--- src/rtl/present_pkg.sv ---
// Shared PRESENT-80 definitions: S-box, widths, round count and the controller FSM states.
package present_pkg;

  localparam int STATE_W        = 64;
  localparam int KEY_W          = 80;
  localparam int CNT_W          = 5;
  localparam int PRESENT_ROUNDS = 31;

  localparam logic [3:0] SBOX [16] = '{
    4'hC, 4'h5, 4'h6, 4'hB, 4'h9, 4'h0, 4'hA, 4'hD,
    4'h3, 4'hE, 4'hF, 4'h8, 4'h4, 4'h7, 4'h1, 4'h2
  };

  typedef enum logic [1:0] {
    IDLE  = 2'd0,
    RUN   = 2'd1,
    FINAL = 2'd2,
    DONE  = 2'd3
  } state_t;

  function automatic logic [3:0] sbox4(input logic [3:0] nib);
    return SBOX[nib];
  endfunction

endpackage

--- src/rtl/present_key_update.sv ---
// PRESENT-80 key schedule step: rotate left 61, S-box the top nibble, XOR round counter into [19:15].
module present_key_update
  import present_pkg::*;
(
  input  logic [KEY_W-1:0] kr,
  input  logic [CNT_W-1:0] i,
  output logic [KEY_W-1:0] kr_next
);

  logic [KEY_W-1:0] rotated;

  assign rotated = {kr[18:0], kr[79:19]};

  always_comb begin
    kr_next          = rotated;
    kr_next[79:76]   = sbox4(rotated[79:76]);
    kr_next[19:15]   = rotated[19:15] ^ i;
  end

endmodule

--- src/rtl/round.sv ---
// Single PRESENT round, purely combinational: r = P(S(x ^ k[79:16])).
module round
  import present_pkg::*;
(
  output logic [STATE_W-1:0] r,
  input  logic [STATE_W-1:0] x,
  input  logic [KEY_W-1:0]   k
);

  logic [STATE_W-1:0] keyed;
  logic [STATE_W-1:0] subst;

  assign keyed = x ^ k[KEY_W-1:KEY_W-STATE_W];

  for (genvar g = 0; g < STATE_W / 4; g++) begin : g_sbox
    assign subst[4*g+3 -: 4] = sbox4(keyed[4*g+3 -: 4]);
  end

  // Bit b moves to 16*b mod 63; bit 63 stays in place.
  for (genvar b = 0; b < STATE_W; b++) begin : g_perm
    assign r[(b == 63) ? 63 : (b * 16) % 63] = subst[b];
  end

endmodule

--- src/rtl/present_ctrl.sv ---
// Iterative PRESENT-80 encryption controller with a four-phase req/ack handshake.
// Define PRESENT_CTRL_ABORT_EN to let a dropped req abort a transaction in RUN or FINAL.
module present_ctrl
  import present_pkg::*;
#(
  parameter int ROUNDS = PRESENT_ROUNDS
) (
  input  logic               clk,
  input  logic               rst_n,
  input  logic               req,
  input  logic [STATE_W-1:0] x,
  input  logic [KEY_W-1:0]   k,
  output logic               ack,
  output logic [STATE_W-1:0] r
);

  localparam logic [CNT_W-1:0] LAST_ROUND = CNT_W'(ROUNDS);

  state_t             state, state_next;
  logic [STATE_W-1:0] s, s_next;
  logic [KEY_W-1:0]   kr, kr_next;
  logic [CNT_W-1:0]   i, i_next;
  logic [STATE_W-1:0] r_next;
  logic               ack_next;
  logic [STATE_W-1:0] round_out;
  logic [KEY_W-1:0]   kr_step;

  round u_round (
    .r (round_out),
    .x (s),
    .k (kr)
  );

  present_key_update u_key_update (
    .kr      (kr),
    .i       (i),
    .kr_next (kr_step)
  );

  always_comb begin
    // NOTE: every output of this block gets its hold value first, so no path can infer a latch.
    state_next = state;
    s_next     = s;
    kr_next    = kr;
    i_next     = i;
    r_next     = r;
    ack_next   = ack;

    unique case (state)
      IDLE: begin
        if (req && !ack) begin
          s_next     = x;
          kr_next    = k;
          i_next     = CNT_W'(1);
          state_next = RUN;
        end
      end

      RUN: begin
        s_next  = round_out;
        kr_next = kr_step;
        // Counter parks on the last round instead of wrapping.
        if (i == LAST_ROUND) state_next = FINAL;
        else                 i_next     = i + CNT_W'(1);
`ifdef PRESENT_CTRL_ABORT_EN
        if (!req) state_next = IDLE;
`endif
      end

      FINAL: begin
        r_next     = s ^ kr[KEY_W-1:KEY_W-STATE_W];
        ack_next   = 1'b1;
        state_next = DONE;
`ifdef PRESENT_CTRL_ABORT_EN
        if (!req) begin
          r_next     = r;
          ack_next   = 1'b0;
          state_next = IDLE;
        end
`endif
      end

      DONE: begin
        if (!req) begin
          ack_next   = 1'b0;
          state_next = IDLE;
        end
      end

      default: state_next = IDLE;
    endcase
  end

  // NOTE: state registers use non-blocking assignments so every flop samples pre-edge values.
  always_ff @(posedge clk) begin
    if (!rst_n) begin
      state <= IDLE;
      s     <= '0;
      kr    <= '0;
      i     <= '0;
      r     <= '0;
      ack   <= 1'b0;
    end else begin
      state <= state_next;
      s     <= s_next;
      kr    <= kr_next;
      i     <= i_next;
      r     <= r_next;
      ack   <= ack_next;
    end
  end

endmodule
--- config.mk ---
export PLATFORM = sky130hd
export DESIGN_NAME = present_ctrl
export DESIGN_NICKNAME = d
export VERILOG_FILES = /design/src/rtl/present_pkg.sv /design/src/rtl/present_key_update.sv /design/src/rtl/round.sv /design/src/rtl/present_ctrl.sv
export SDC_FILE = /design/constraint.sdc
export NUM_CORES = 1
export LEC_CHECK = 0
export ABC_AREA = 1
export CAP_MARGIN = 20
export CORE_ASPECT_RATIO = 1.75
export CORE_MARGIN = 8
export CORE_UTILIZATION = 44
export DETAILED_ROUTE_END_ITERATION = 8
export PLACE_DENSITY = 0.69
export SETUP_SLACK_MARGIN = 0.3
export SLEW_MARGIN = 10
export SYNTH_ARGS = -nofsm -noshare
export SYNTH_HDL_FRONTEND = slang
export SYNTH_HIERARCHICAL = 1
export SYNTH_SLANG_ARGS = --single-unit
--- constraint.sdc ---
create_clock -name clk -period 1.4 [get_ports clk]
set_input_delay 0.28 -clock clk [delete_from_list [all_inputs] [get_ports clk]]
set_output_delay 0.28 -clock clk [all_outputs]
set_load 0.02 [all_outputs]
=== Word-level counts from Yosys, hierarchy flattened ===
Memories as Yosys holds them, arrays and structs flattened.
Cells that the tools add are included.

* Logic and storage cells: 124
* Memory bits (read-only): 1088
* Output and inout bits: 65
* Register bits: 216
* Memories kept: 17

{| class="wikitable"
|+ Memories
! memory !! depth !! width !! rd ports !! clocked after memory_dff !! wr ports !! RTL line !! RTL
|-
| (no name shown) || 16 || 4 || 1 || 0 || 0 || present_pkg.sv:22 || <nowiki>return SBOX[nib];</nowiki>
|-
| (no name shown) || 16 || 4 || 1 || 0 || 0 || present_pkg.sv:22 ||
|-
| (no name shown) || 16 || 4 || 1 || 0 || 0 || present_pkg.sv:22 ||
|-
| (no name shown) || 16 || 4 || 1 || 0 || 0 || present_pkg.sv:22 ||
|-
| (no name shown) || 16 || 4 || 1 || 0 || 0 || present_pkg.sv:22 ||
|-
| (no name shown) || 16 || 4 || 1 || 0 || 0 || present_pkg.sv:22 ||
|-
| 11 more memories || n/a || n/a || n/a || n/a || n/a || n/a ||
|}

* Eq/ne operators: 8
* Bitwise gates (word level): 19
* $lt $le $gt $ge: 17
* Reduce and logical (&&, ||, !) cells: 9
* Mux-type cells: 47
* Add/subtract/negate cells: 1

{| class="wikitable"
|+ Operator list
! operator !! number
|-
| $pmux 80 s2 || 1
|-
| $mux 4 || 34
|-
| $pmux 64 s2 || 1
|-
| $ge 5x5->1 const B || 17
|-
| $not 4->5 || 17
|-
| $mux 80 || 1
|-
| $mux 64 || 1
|-
| $xor 64x64->64 || 1
|-
| $mux 5 || 2
|-
| $pmux 5 s2 || 1
|-
| $ne 2x2->1 const B || 4
|-
| $pmux 2 s4 || 1
|-
| $mux 2 || 3
|-
| $reduce_and 3->1 || 2
|-
| $add 5x1->5 const B || 1
|-
| $eq 5x5->1 const B || 1
|-
| $xor 5x5->5 || 1
|-
| $eq 2x2->1 const B || 2
|-
| $reduce_and 2->1 || 2
|-
| $reduce_bool 2->1 || 2
|-
| $eq 2x1->1 const B || 1
|-
| $logic_not 2->1 || 1
|-
| $pmux 1 s2 || 1
|-
| $logic_and 1x1->1 || 1
|-
| other kinds (2) || 2
|}

=== Logic depth before layout (Yosys ltp) ===
Gate-level depths: netlist of the first run.

* Depth in word-level cells: 6
* Mapped depth: 14
* Mapped depth without buffers: 14

=== Cells and area by module ===
The synthesis of the first run kept the hierarchy.

{| class="wikitable"
|+ Modules (own cells, without submodules)
! module !! cells each !! times used !! area each (um^2)
|-
| present_ctrl || 1572 || 1 || 10293.6
|-
| round || 897 || 1 || 4219.0
|-
| present_key_update || 117 || 1 || 793.3
|}

=== Worst setup path after synthesis of the first run ===
No wires, ideal clock.

* Path type: flip-flop to flip-flop
* Start point: reg kr[17]
* End point: reg s[48]
* Path buffers: 0
* Setup slack: -128 ps
* Stages on the path, launching flop included: 13
* Required time: 1284 ps
* Data arrival time: 1412 ps
* Library setup time: 116 ps
* Cells stage by stage: dfxtp_1 nor2_1 nor2_2 inv_2 ha_1 inv_1 nand2_1 nand3_1 nand2_1 nand2_1 nand2_1 nor2_1 nor2_1

* Cells in the longest elaborated chain, start to end: 6

{| class="wikitable"
|+ RTL lines
! what !! RTL line !! RTL
|-
| start: declaration || present_ctrl.sv:21 || <nowiki>logic [KEY_W-1:0] kr, kr_next;</nowiki>
|-
| start signal: assignment || present_ctrl.sv:106 || <nowiki>kr <= kr_next;</nowiki>
|-
| $xor 64x64->64 || round.sv:13 || <nowiki>assign keyed = x ^ k[KEY_W-1:KEY_W-STATE_W];</nowiki>
|-
| $not 4->5 (implied by the code) || present_pkg.sv:22 ||
|-
| $mem_v2 16x4 || n/a ||
|-
| $mux 4 (implied by the code) (2 in a row) || present_pkg.sv:22 ||
|-
| named net round_out[48] || present_ctrl.sv:25 || <nowiki>logic [STATE_W-1:0] round_out;</nowiki>
|-
| $pmux 64 s2 || present_ctrl.sv:49 || <nowiki>unique case (state)</nowiki>
|-
| end signal: assignment || present_ctrl.sv:105 || <nowiki>s <= s_next;</nowiki>
|-
| end: declaration || present_ctrl.sv:20 || <nowiki>logic [STATE_W-1:0] s, s_next;</nowiki>
|}

The timed path passes the listed nets, and every way through them passes these cells. The select of a mux whose other input is x is not followed.
A chain may end at the register's enable or synchronous reset.

=== Worst setup path after layout of the first run ===
* Start point: reg kr[16]
* End point: reg kr[79]

* Cells in the longest elaborated chain, start to end: 5

{| class="wikitable"
|+ RTL lines
! what !! RTL line !! RTL
|-
| $not 4->5 (implied by the code) || present_pkg.sv:22 ||
|-
| $mem_v2 16x4 || n/a ||
|-
| $mux 4 (implied by the code) (2 in a row) || present_pkg.sv:22 ||
|-
| named net kr_step[79] || present_ctrl.sv:26 || <nowiki>logic [KEY_W-1:0] kr_step;</nowiki>
|-
| $pmux 80 s2 || present_ctrl.sv:49 ||
|}

The timed path passes the listed nets, and every way through them passes these cells. The select of a mux whose other input is x is not followed.

==> run metrics, run 1 <==
dpl cell area 0.0201 mm^2; Design Area, Final 0.0244 mm^2; register bit total from synthesis 216; DR vias/cell 5.21; final worst slack -0.293 ns; detailed placement HPWL 44700 um; RSZ-0062 raised after global routing true; startpoint of the worst hold path rst_n; # diodes 0; commonest non-fill, non-tap cells in the layout 784 x nand2_1, 332 x nor2_1, 277 x buf_4, 184 x nand2_2, 162 x inv_1; cell depth of the worst setup path 12; status complete, but fails checks; largest net degree at the start of global routing 65; chip width 157 um; final period utilization 1.21; Relative slew margins 0.590; crit path max-delay cell type dfxtp_4; maxcap violations 0; htree depth 1; clock buffer depth 3; GP Congestion 0.943; worst path arrival time 2.11 ns; post-route ant nets 0; Initial Util 0.446; final-stage net count 3240; Synth Warn # 6; Inserted Clock Buffers 23; Post-Route WL 67800 um; GRT Residual Overflow 0; worst-case hold path end point kr[13]$_SDFFE_PN0P_; die area 0.0412 mm^2; critical path's most frequent cell nand2_1; count of pins over their slew limit 0; Seq/Total Area, Yosys 0.283; Worst Clk Skew 0.00991 ns; # hold bufs at CTS 0; Vias 18300; wire per inst 19.3 um; vias in the first global route 17300; Worst-Margin Slew 0.615 ns; # DRC 0; number of fill cells 2618; Post-Synthesis Cells 2586; worst skew pair latency 0.54 ns; FMAX 0.591 GHz; area grow syn2layout 59.2%; DRT iter0 DRCs 1411; clock-pin slew on the worst setup and hold paths 0.07 ns; Reg2Reg Depth 12; initial antenna violation count 0; row count 90; hold path depth 4; Port Buf Inserts 211; fin crit period 1.69 ns; area of the mapped netlist 0.0153 mm^2; R2R Path End kr[79]$_SDFFE_PN0P_; core area 0.0343 mm^2; drt first pass iters 6; CP Capture Type register; count of final setup violators 181; Crit path max-delay family simple AND/OR/NAND/NOR gates; Critical Path Source Type register; layout cells sized above 1 0.411; dpl ws -0.544 ns; die height 263 um; CP bufs+invs 3; commonest non-fill, non-tap cell in the layout nand2_1; FF-to-FF setup slack -0.29 ns; failing checks negative setup slack; TritonCTS clock tree done; CP Class register to register; Hold Fails Final Rpt 0; syn_area_per_cell 5.92 um^2; clk root buf clkbuf_16; Ports 212; worst-path maximum fanout 6; Max stage delay on crit path 0.35 ns; post-synth cell types 26; dpl cells 3373; worst min path class input port to register; CP cell instances buf_6 > inv_4 > ha_4 > inv_1 > nand2_2 > nand2_1 > nand2_1 > nand2_2 > nand2_1 > nand2_1 > nor2_2 > nor2_1; first-pass GRT wire length 91200 um; RR Startpoint kr[16]$_SDFFE_PN0P_; clk sinks 216; GR Util All Layers 0.284; final instance count without filler cells 3509; Req. time, crit path 1.82 ns; Synth Net Count 2793
logic make-up after synthesis:
family | Yosys count | share of synthesized area
flops | 216 | 0.283
buf+inv | 433 | 0.134
xor+xnor | 86 | 0.0571
compound gates | 218 | 0.0713
fa+ha+maj | 60 | 0.0490
simple gates | 1573 | 0.406
layer usage:
layer | share of wire | vias up | track usage | wire length (um)
met4 | 0.11 | 0 | 0.267 | 7470
li1 | - | 8672 | - | -
met1 | 0.34 | 8478 | 0.288 | 23200
met2 | 0.47 | 843 | 0.485 | 32200
met3 | 0.073 | 285 | 0.0471 | 4970
met5 | 0 | - | 0 | 0
per-stage QoR:
step	hold slack (ns)	utilization	TNS (ns)
after global placement	0.482	0.586	-36.24
after CTS	0.203	0.642	-23.23
after detailed placement	0.484	0.586	-41.71
after floorplan	0.458	-	0
final	0.233	0.709	-25.83
after global routing	0.253	0.709	-36.27
state kept, by name, summed over array words and instances, names as in the netlist:
signal / count
i: 5
s: 64
ack: 1
kr: 80
state: 2
r: 64
layout make-up:
class                   count  area [um^2]  share of cell area
multi-input cells        1938        11200               0.461
repair buffers            590         6130               0.252
clock inverters            11         85.1             0.00349
flip-flops and latches    216         4580               0.188
inverters                 262         1050              0.0430
repair inverters            2         25.0             0.00103
well taps                 460          576              0.0236
clock buffers              30          674              0.0277
worst max path at each step:
stage | start | endpoint | slack (ns)
final | kr[16]$_SDFFE_PN0P_ | kr[79]$_SDFFE_PN0P_ | -0.29
after global routing | kr[16]$_SDFFE_PN0P_ | kr[79]$_SDFFE_PN0P_ | -0.40
after CTS | s[13]$_SDFFE_PN0P_ | s[51]$_SDFFE_PN0P_ | -0.19
after detailed placement | req | s[13]$_SDFFE_PN0P_ | -0.54
after global placement | req | s[13]$_SDFFE_PN0P_ | -0.53
after floorplan | kr[17]$_SDFFE_PN0P_ | s[48]$_SDFFE_PN0P_ | 0.003
synthesized netlist by cell type:
library cell	number	area [um^2]
xnor2_2	16	260
inv_1	226	848
nand2_1	972	3650
xor2_1	69	604
nor2_2	35	219
buf_8	3	45.0
buf_1	4	15.0
inv_4	1	6.26
dfxtp_1	216	4320
nor2_1	450	1690
clkinv_1	1	3.75
buf_2	54	270
clkbuf_1	29	109
buf_4	75	563
buf_6	6	67.6
xnor2_1	1	8.76
a21oi_1	5	25.0
nand4_1	1	6.26
inv_2	34	128
nand2_2	33	206
nand2_4	1	11.3
nand3_1	77	385
ha_1	60	751
o21ai_1	14	70.1
o21ai_0	199	996
nor2_4	4	45.0
tightest hold or removal path, cell delays in order:
cell and delay, ns:
buf_4 0.13, buf_12 0.19, o21ai_2 0.08, nor2_1 0.04
timing repair:
item	4_1_cts	5_1_grt
setup endpoints to repair	281	281
gates cloned	8	26
buffers inserted	26	35
pin swaps	168	235
resized for setup	648	502
Power of run 1 is left out: the tool's default activity adds up to more than one toggle a clock period on the data nets, which glitch-free logic cannot reach.
==> run 2: changes to the inputs <==
--- a/config.mk
+++ b/config.mk
@@ -10,6 +10,7 @@
 export CORE_ASPECT_RATIO = 1.75
 export CORE_MARGIN = 8
 export CORE_UTILIZATION = 44
+export CTS_CLUSTER_SIZE = 24
 export DETAILED_ROUTE_END_ITERATION = 8
 export PLACE_DENSITY = 0.69
 export SETUP_SLACK_MARGIN = 0.3
==> results of run 2 <==
Same layout as run 1: the final DEF is identical, and so are final timing and power.
Power of run 2 is left out for the same reason.
